[src/rtl/karatsuba_acc_pkg.sv]
// Shared constants and types for the Karatsuba multiply-accumulate slice.
// The default widths match the upstream 8x8 multiplier.
package karatsuba_pkg;

    localparam int KA_N  = 8;
    localparam int KA_G  = 8;
    localparam int KA_CW = 8;
    localparam int KA_W  = 2 * KA_N + KA_G;

    typedef enum logic {
        ACC = 1'b0,
        OUT = 1'b1
    } acc_state_t;

    // Accumulator width: full product plus guard bits
    function automatic int acc_width(input int n, input int g);
        return 2 * n + g;
    endfunction

endpackage

[src/rtl/karatsuba_acc_if.sv]
// Product stream in, accumulated result out: both handshakes of karatsuba_acc.
// slave is the accumulator side, master is the producer/consumer side.
interface karatsuba_acc_if #(
    parameter int N  = karatsuba_pkg::KA_N,
    parameter int G  = karatsuba_pkg::KA_G,
    parameter int CW = karatsuba_pkg::KA_CW
) ();

    logic [2*N-1:0]   iProd;
    logic             iValid;
    logic             iLast;
    logic             oReady;
    logic [2*N+G-1:0] oSum;
    logic [CW-1:0]    oCount;
    logic             oOvf;
    logic             oValid;
    logic             iReady;

    modport slave (
        input  iProd, iValid, iLast, iReady,
        output oReady, oSum, oCount, oOvf, oValid
    );

    modport master (
        output iProd, iValid, iLast, iReady,
        input  oReady, oSum, oCount, oOvf, oValid
    );

endinterface

[src/rtl/karatsuba_acc_add.sv]
// W-bit accumulate adder with carry-out. With KARATSUBA_ACC_SAT_EN defined the
// result clamps to all-ones on carry; otherwise it wraps modulo 2^W.
module karatsuba_acc_add #(
    parameter int W  = 24,
    parameter int PW = 16
) (
    input  logic [W-1:0]  acc,
    input  logic [PW-1:0] prod,
    output logic [W-1:0]  sum,
    output logic          carry
);

    logic [W:0] raw;

    // One extra bit catches the carry; a clamped acc stays clamped because any
    // nonzero addend carries again.
    always_comb begin
        raw   = {1'b0, acc} + (W + 1)'(prod);
        carry = raw[W];
`ifdef KARATSUBA_ACC_SAT_EN
        sum   = raw[W] ? {W{1'b1}} : raw[W-1:0];
`else
        sum   = raw[W-1:0];
`endif
    end

endmodule

[src/rtl/karatsuba_acc.sv]
// Streaming accumulator behind the Karatsuba multiplier: sums a burst of 2N-bit
// products and presents sum/count/overflow on a valid/ready handshake.
module karatsuba_acc
    import karatsuba_pkg::*;
#(
    parameter int N  = KA_N,
    parameter int G  = KA_G,
    parameter int CW = KA_CW
) (
    input logic            iClk,
    input logic            iRst_n,
    karatsuba_acc_if.slave bus
);

    localparam int W = acc_width(N, G);

    acc_state_t    state_q, state_d;
    logic [W-1:0]  acc_q, sum_q, add_sum;
    logic [CW-1:0] cnt_q, count_q, cnt_inc;
    logic          ovf_q, sum_ovf_q, add_carry, cnt_full, accept;

    assign accept   = bus.iValid && (state_q == ACC);
    assign cnt_full = (cnt_q == {CW{1'b1}});
    assign cnt_inc  = cnt_full ? cnt_q : cnt_q + CW'(1);

    karatsuba_acc_add #(.W(W), .PW(2 * N)) u_add (
        .acc   (acc_q),
        .prod  (bus.iProd),
        .sum   (add_sum),
        .carry (add_carry)
    );

    // Leave ACC on the accepted last beat, leave OUT on the result handshake
    always_comb begin
        state_d = state_q;
        case (state_q)
            ACC:     if (accept && bus.iLast) state_d = OUT;
            OUT:     if (bus.iReady)          state_d = ACC;
            default: state_d = ACC;
        endcase
    end

    always_ff @(posedge iClk or negedge iRst_n) begin
        if (!iRst_n) state_q <= ACC;
        else         state_q <= state_d;
    end

    // A beat arriving with the counter already full saturates it and flags
    // overflow, the same as an adder carry.
    always_ff @(posedge iClk or negedge iRst_n) begin
        if (!iRst_n) begin
            acc_q     <= '0;
            cnt_q     <= '0;
            ovf_q     <= 1'b0;
            sum_q     <= '0;
            count_q   <= '0;
            sum_ovf_q <= 1'b0;
        end else if (accept) begin
            if (bus.iLast) begin
                sum_q     <= add_sum;
                count_q   <= cnt_inc;
                sum_ovf_q <= ovf_q | add_carry | cnt_full;
                acc_q     <= '0;
                cnt_q     <= '0;
                ovf_q     <= 1'b0;
            end else begin
                acc_q <= add_sum;
                cnt_q <= cnt_inc;
                ovf_q <= ovf_q | add_carry | cnt_full;
            end
        end
    end

    assign bus.oReady = (state_q == ACC);
    assign bus.oValid = (state_q == OUT);
    assign bus.oSum   = sum_q;
    assign bus.oCount = count_q;
    assign bus.oOvf   = sum_ovf_q;

endmodule

[src/flat_wrapper.sv]
// flat-port wrapper written by rule: the top's interface ports become plain ports
module karatsuba_acc_flat import karatsuba_pkg::*;
#(
    parameter int N  = KA_N,
    parameter int G  = KA_G,
    parameter int CW = KA_CW
)
  (iClk, iRst_n, bus_iProd, bus_iValid, bus_iLast, bus_iReady, bus_oReady, bus_oSum, bus_oCount, bus_oOvf, bus_oValid);
  karatsuba_acc_if #(.N(N), .G(G), .CW(CW)) bus_i ();
  input logic iClk;
  input logic iRst_n;
  input wire logic [$bits(bus_i.iProd)-1:0] bus_iProd;
  input wire logic [$bits(bus_i.iValid)-1:0] bus_iValid;
  input wire logic [$bits(bus_i.iLast)-1:0] bus_iLast;
  input wire logic [$bits(bus_i.iReady)-1:0] bus_iReady;
  output wire logic [$bits(bus_i.oReady)-1:0] bus_oReady;
  output wire logic [$bits(bus_i.oSum)-1:0] bus_oSum;
  output wire logic [$bits(bus_i.oCount)-1:0] bus_oCount;
  output wire logic [$bits(bus_i.oOvf)-1:0] bus_oOvf;
  output wire logic [$bits(bus_i.oValid)-1:0] bus_oValid;
  assign bus_i.iProd = bus_iProd;
  assign bus_i.iValid = bus_iValid;
  assign bus_i.iLast = bus_iLast;
  assign bus_i.iReady = bus_iReady;
  assign bus_oReady = bus_i.oReady;
  assign bus_oSum = bus_i.oSum;
  assign bus_oCount = bus_i.oCount;
  assign bus_oOvf = bus_i.oOvf;
  assign bus_oValid = bus_i.oValid;
  karatsuba_acc #(.N(N), .G(G), .CW(CW)) u_core (.iClk(iClk), .iRst_n(iRst_n), .bus(bus_i));
endmodule
[config.mk]
export PLATFORM = sky130hd
export DESIGN_NAME = karatsuba_acc_flat
export DESIGN_NICKNAME = d
export VERILOG_FILES = /design/src/rtl/karatsuba_acc_pkg.sv /design/src/rtl/karatsuba_acc_if.sv /design/src/rtl/karatsuba_acc_add.sv /design/src/rtl/karatsuba_acc.sv /design/src/flat_wrapper.sv
export SDC_FILE = /design/constraint.sdc
export NUM_CORES = 1
export LEC_CHECK = 0
export CORE_MARGIN = 3
export CORE_UTILIZATION = 38
export DETAILED_ROUTE_END_ITERATION = 7
export GPL_TIMING_DRIVEN = 0
export SETUP_SLACK_MARGIN = 0.02
export SLEW_MARGIN = 30
export SYNTH_ARGS = -nofsm -noshare
export SYNTH_HDL_FRONTEND = slang
export SYNTH_HIERARCHICAL = 1
export SYNTH_SLANG_ARGS = --single-unit
[constraint.sdc]
create_clock -name iClk -period 6.71 [get_ports iClk]
set_clock_uncertainty 0.2 [all_clocks]
set_input_delay 1.342 -clock iClk [delete_from_list [all_inputs] [get_ports iClk]]
set_output_delay 1.342 -clock iClk [all_outputs]
set_load 0.02 [all_outputs]
-- Word level (Yosys, flattened, before mapping)
Index checks and enable logic that the tools add are counted.
- add/sub/neg operators: 2
- equality and inequality tests: 1
- multiplexer cells: 7
- bitwise logic cells: 3
- reduce and logical (&&, ||, !) cells: 3
- operator list (operator ; count):
    adder 24 x 16 -> 25 bit ; 1
    two-way mux 24 bit ; 1
    two-way mux 8 bit ; 2
    adder 8 x 1 -> 8 bit (second input constant) ; 1
    == test 8 bit (second input constant) ; 1
    two-way mux 1 bit ; 3
    logical AND 1 bit ; 2
    OR 1 bit ; 2
    one-hot mux 1 bit (2 select lines) ; 1
    AND reduction 2 bit ; 1
    inverter 1 bit ; 1
- bits in registers: 67
- bits of input ports: 21
- output and inout port bits: 35

-- Depth between registers and ports, before layout
- depth in word-level cells: 5
- depth in mapped cells: 10
- gate-level depth less buffers: 10

-- Cells and area by module
Netlist, hierarchy kept.
- modules (own cells, without submodules) (module ; times used ; cells an instance ; area each (um^2) ; sequential area each (um^2)):
    karatsuba_acc ; 1 ; 309 ; 2811.4 ; 1676.6
    karatsuba_acc_add ; 1 ; 131 ; 975.9 ; 0.0

-- Worst setup path before layout
OpenSTA, ideal clock, no wires.
- kind: input port to flip-flop
- from: input port bus_iProd[0]
- to: register u_core.sum_ovf_q, in the netlist u_core/bus.oOvf
- setup time: 0.128 ns
- data arrival time: 3.013 ns
- required time: 6.382 ns
- setup slack: 3.369 ns
- stages: 9
- path buffers: 0
- path through: ha_1 -> fa_1 -> a211oi_1 -> o211ai_1 -> nand2_1 -> o2bb2ai_2 -> nor3b_1 -> nor3_1 -> a21oi_1
- cells in the longest elaborated chain, start to end: 3
- ends and longest elaborated chain (item ; line ; source):
    from (decl) ; flat_wrapper.sv:12 ; input wire logic [$bits(bus_i.iProd)-1:0] bus_iProd;
    adder 24 x 16 -> 25 bit ; karatsuba_acc_add.sv:18 ; raw = {1'b0, acc} + (W + 1)'(prod);
    named net u_core.add_carry ; karatsuba_acc.sv:20 ; logic ovf_q, sum_ovf_q, add_carry, cnt_full, accept;
    OR 1 bit (2 in a row) ; karatsuba_acc.sv:62 ; sum_ovf_q <= ovf_q | add_carry | cnt_full;
    to (signal assigned) ; karatsuba_acc.sv:62 ;
    to (decl) ; karatsuba_acc.sv:20 ;
The timed path passes the listed nets, and every way through them passes these cells.
A chain may end at the register's enable or synchronous reset.

-- Final worst setup path
Same ends and word-level chain as after synthesis.

==> results.yml <==
setup_path:
  required_ps: 6730
  r2r_end: "u_core/bus.oOvf"
  critPathKind: "input port to flip-flop"
  cp-endpoint: "u_core/bus.oOvf"
  critPathBufInv: 1
  crit_cells: 10
  ff2ff_setup_slack_ps: 3900
  slowest_delay_ps: 420
  crit_arrival_ps: 3820
  start_kind: "input port"
  end_kind: "flip-flop"
  cp_max_fo: 5
  cp_top_family: "compound AO/OA/AOI/OAI gates"
  slowest_stage: "fa_1"
  rr_startpoint: "u_core/acc_q[0]"
  crit_start: "bus_iProd[0]"
  r2r_cells: 9
  path_cells: "clkdlybuf4s50_1, ha_1, fa_1, a211oi_1, o211ai_1, nand2_1, o2bb2ai_2, nor3b_1, nor3_1, a21oi_1"
drt:
  vias: 3252
  routedWlPerCell_um: 14.3
  vias_per_cell: 5.07
  ant_nets: 0
  drt_iter0_markers: 177
  drtPass1Iterations: 5
  drt_wl_total_um: 9170
  drc: 0
placed_design:
  place_congestion: 0.912
  place_ws_ps: 2560
  hpwl_um: 6580
  port-buffer-count: 55
clock_tree:
  cts_made_buffers: 9
  cts_resized: 0
  clockRootBuffer: "clkbuf_8"
  htreeDepth: 3
  path_clk_slew_ps: 70
  clockBufferDepth: 2
  clk_latency_ps: 340
  postCtsHoldBufs: 0
  post_cts_buffers: 0
  cts.sinks: 67
  cts_tree: "done"
grt:
  first_global_vias: 3175
  grt_first_pass_wirelength_um: 15600
  grt_usage: 0.173
  antenna_found_initial: 0
  grt_max_degree: 48
  overflow: 0
floorplanning:
  ios: 56
  initial_core_util: 0.400
  die_w_um: 106
  rows: 35
  fp.coreArea_sq_mm: 0.00946
  dieHeight_um: 106
  die_area_sq_mm: 0.0112
cells_and_area:
  antenna_cells: 0
  layout.nets: 546
  num-fill-cells: 957
  drive_gt1_frac: 0.0840
  area.growth.synth_to_final_pct: 23.5
outcome:
  status: "finished clean"
synth:
  synth_cells: 440
  synth_fp_nets: 479
  ys_seq_elements: 67
  ys_warn_count: 6
  avgSynthCellArea_sq_um: 8.61
  ys_types: 52
  seq_area_frac_synth: 0.443
  synth_area_sq_mm: 0.00379
sta:
  fin_ws_ps: 2900
  grt_setup_unrepaired: "false"
  relSlewSlack: 0.609
  fin_crit_ps: 3810
  setup_viol: 0
  hold_viol: 0
  final.setup.tns_ps: 0
  max_slew.worst_pin.slew_ps: 587
  timing.fmax_mhz: 263
  slew_viol_final: 0
  period_share: 0.567
min_path:
  hold_start: "u_core/bus.oSum[10]"
  min_path_cells: 2
  hold_class: "flip-flop to flip-flop"
power:
  p_leak_nw: 2.24
  ir_drop_v: 0.000123
  powerDensity_mw_per_mm2: 348
flow_run:
  cap_violations: 0
## metrics by stage
| stage | cell area [sq um] | hold WS [ps] | utilization | total power, W | std cells |
|---|---|---|---|---|---|
| after floorplan | 3790 | 244 | - | 0.00111 | 440 |
| final | 4680 | 272 | 0.495 | 0.00163 | 641 |
| after detailed placement | 4520 | 262 | 0.478 | 0.00136 | 625 |
| after global placement | 4500 | 257 | 0.476 | 0.00134 | 624 |
| after global routing | 4680 | 293 | 0.495 | 0.00176 | 641 |
| after CTS | 4680 | 280 | 0.495 | 0.00165 | 641 |
## cells in the final DEF, fill, tap and decap left out, types with 5 or more instances in the layout
cell type          n
clkbuf_1          10
ha_1              17
xor2_1            14
o21ai_0           20
dfrtp_1           67
nand4_1            5
nor3_1             7
buf_2              8
nand2_1          146
clkbuf_8           9
a21oi_1           26
nor2_1            19
inv_1              6
clkdlybuf4s50_1   54
xnor2_1           10
nand3_1           27
## registers in the layout (all words and copies together), names as in the netlist
register           count
u_core/acc_q          24
u_core/bus.oSum       24
u_core/bus.oCount      8
u_core/cnt_q           8
u_core/bus.oOvf        1
u_core/bus.oValid      1
u_core/ovf_q           1
## worst min path at each step
stage	endpoint	slack, ps
5_1_grt	u_core/bus.oCount[6]	290
2_1_floorplan	u_core/acc_q[3]	240
4_1_cts	u_core/bus.oSum[10]	280
3_3_place_gp	u_core/acc_q[15]	260
6_report	u_core/bus.oSum[10]	270
3_5_place_dp	u_core/bus.oSum[10]	260
## synth_stat cells (all sizes together)
| master | n | area [sq um] |
|---|---|---|
| a2111oi | 1 | 27.5 |
| a211oi | 5 | 42.5 |
| a21boi | 4 | 30.0 |
| a21o | 3 | 22.5 |
| a21oi | 28 | 155 |
| a31oi | 1 | 6.26 |
| a41oi | 1 | 8.76 |
| and2 | 2 | 12.5 |
| and3 | 4 | 26.3 |
| and4b | 1 | 11.3 |
| buf | 14 | 96.3 |
| bufinv | 1 | 17.5 |
| clkbuf | 6 | 22.5 |
| dfrtp | 67 | 1680 |
| fa | 1 | 20.0 |
| ha | 17 | 213 |
| inv | 6 | 22.5 |
| mux2i | 2 | 20.0 |
| nand2 | 146 | 548 |
| nand2b | 1 | 6.26 |
| nand3 | 27 | 135 |
| nand4 | 5 | 31.3 |
| nand4b | 1 | 8.76 |
| nor2 | 21 | 88.8 |
| nor2b | 4 | 25.0 |
| nor3 | 9 | 55.1 |
| nor3b | 1 | 7.51 |
| nor4 | 1 | 6.26 |
| o2111ai | 1 | 8.76 |
| o211ai | 3 | 27.5 |
| o21a | 2 | 15.0 |
| o21ai | 24 | 128 |
| o21bai | 1 | 7.51 |
| o221ai | 1 | 8.76 |
| o2bb2a | 1 | 10.0 |
| o2bb2ai | 1 | 15.0 |
| o31ai | 1 | 7.51 |
| or3 | 1 | 6.26 |
| xnor2 | 10 | 87.6 |
| xor2 | 14 | 123 |
## layer usage
metal  share of wire  vias up  global-route usage
met3           0.049        7              0.0435
met2            0.47       89               0.276
met4          0.0071        0              0.0481
li1                -     1613                   -
met1            0.47     1543               0.234
met5               0        -                   0
## power by group
group	internal, W	switching [W]	leakage (nW)	total (W)
clock network	0.000133	0.000146	0.0812	0.000278
logic	0.000335	0.000442	1.28	0.000778
registers	0.000509	0.0000644	0.880	0.000573
## layout make-up
type / instances / area [sq um] / share of cell area
plain buffers: 20 / 119 / 0.0254
clock buffers: 13 / 139 / 0.0297
clock inverters: 3 / 15.0 / 0.00321
inverters: 7 / 40.0 / 0.00856
multi-input cells: 346 / 1950 / 0.417
flip-flops and latches: 67 / 1680 / 0.358
well taps: 129 / 161 / 0.0345
repair buffers: 56 / 576 / 0.123
## tightest hold or removal path, cell delays in order (launching register included)
cell and delay [ps]:
dfrtp_1 340, nand2_1 50, nand2_1 50
## cells by family (layout without fill, tap and decap cells)
group           after synthesis  in the layout  share of synthesized area
simple gates                224            224                      0.256
compound gates               78             78                      0.137
flops                        67             67                      0.443
buf+inv                      27             99                     0.0420
xor+xnor                     24             24                     0.0555
fa+ha+maj                    18             18                     0.0614
mux                           2              2                    0.00529
Note: power is estimated with default switching activity, not from simulation.
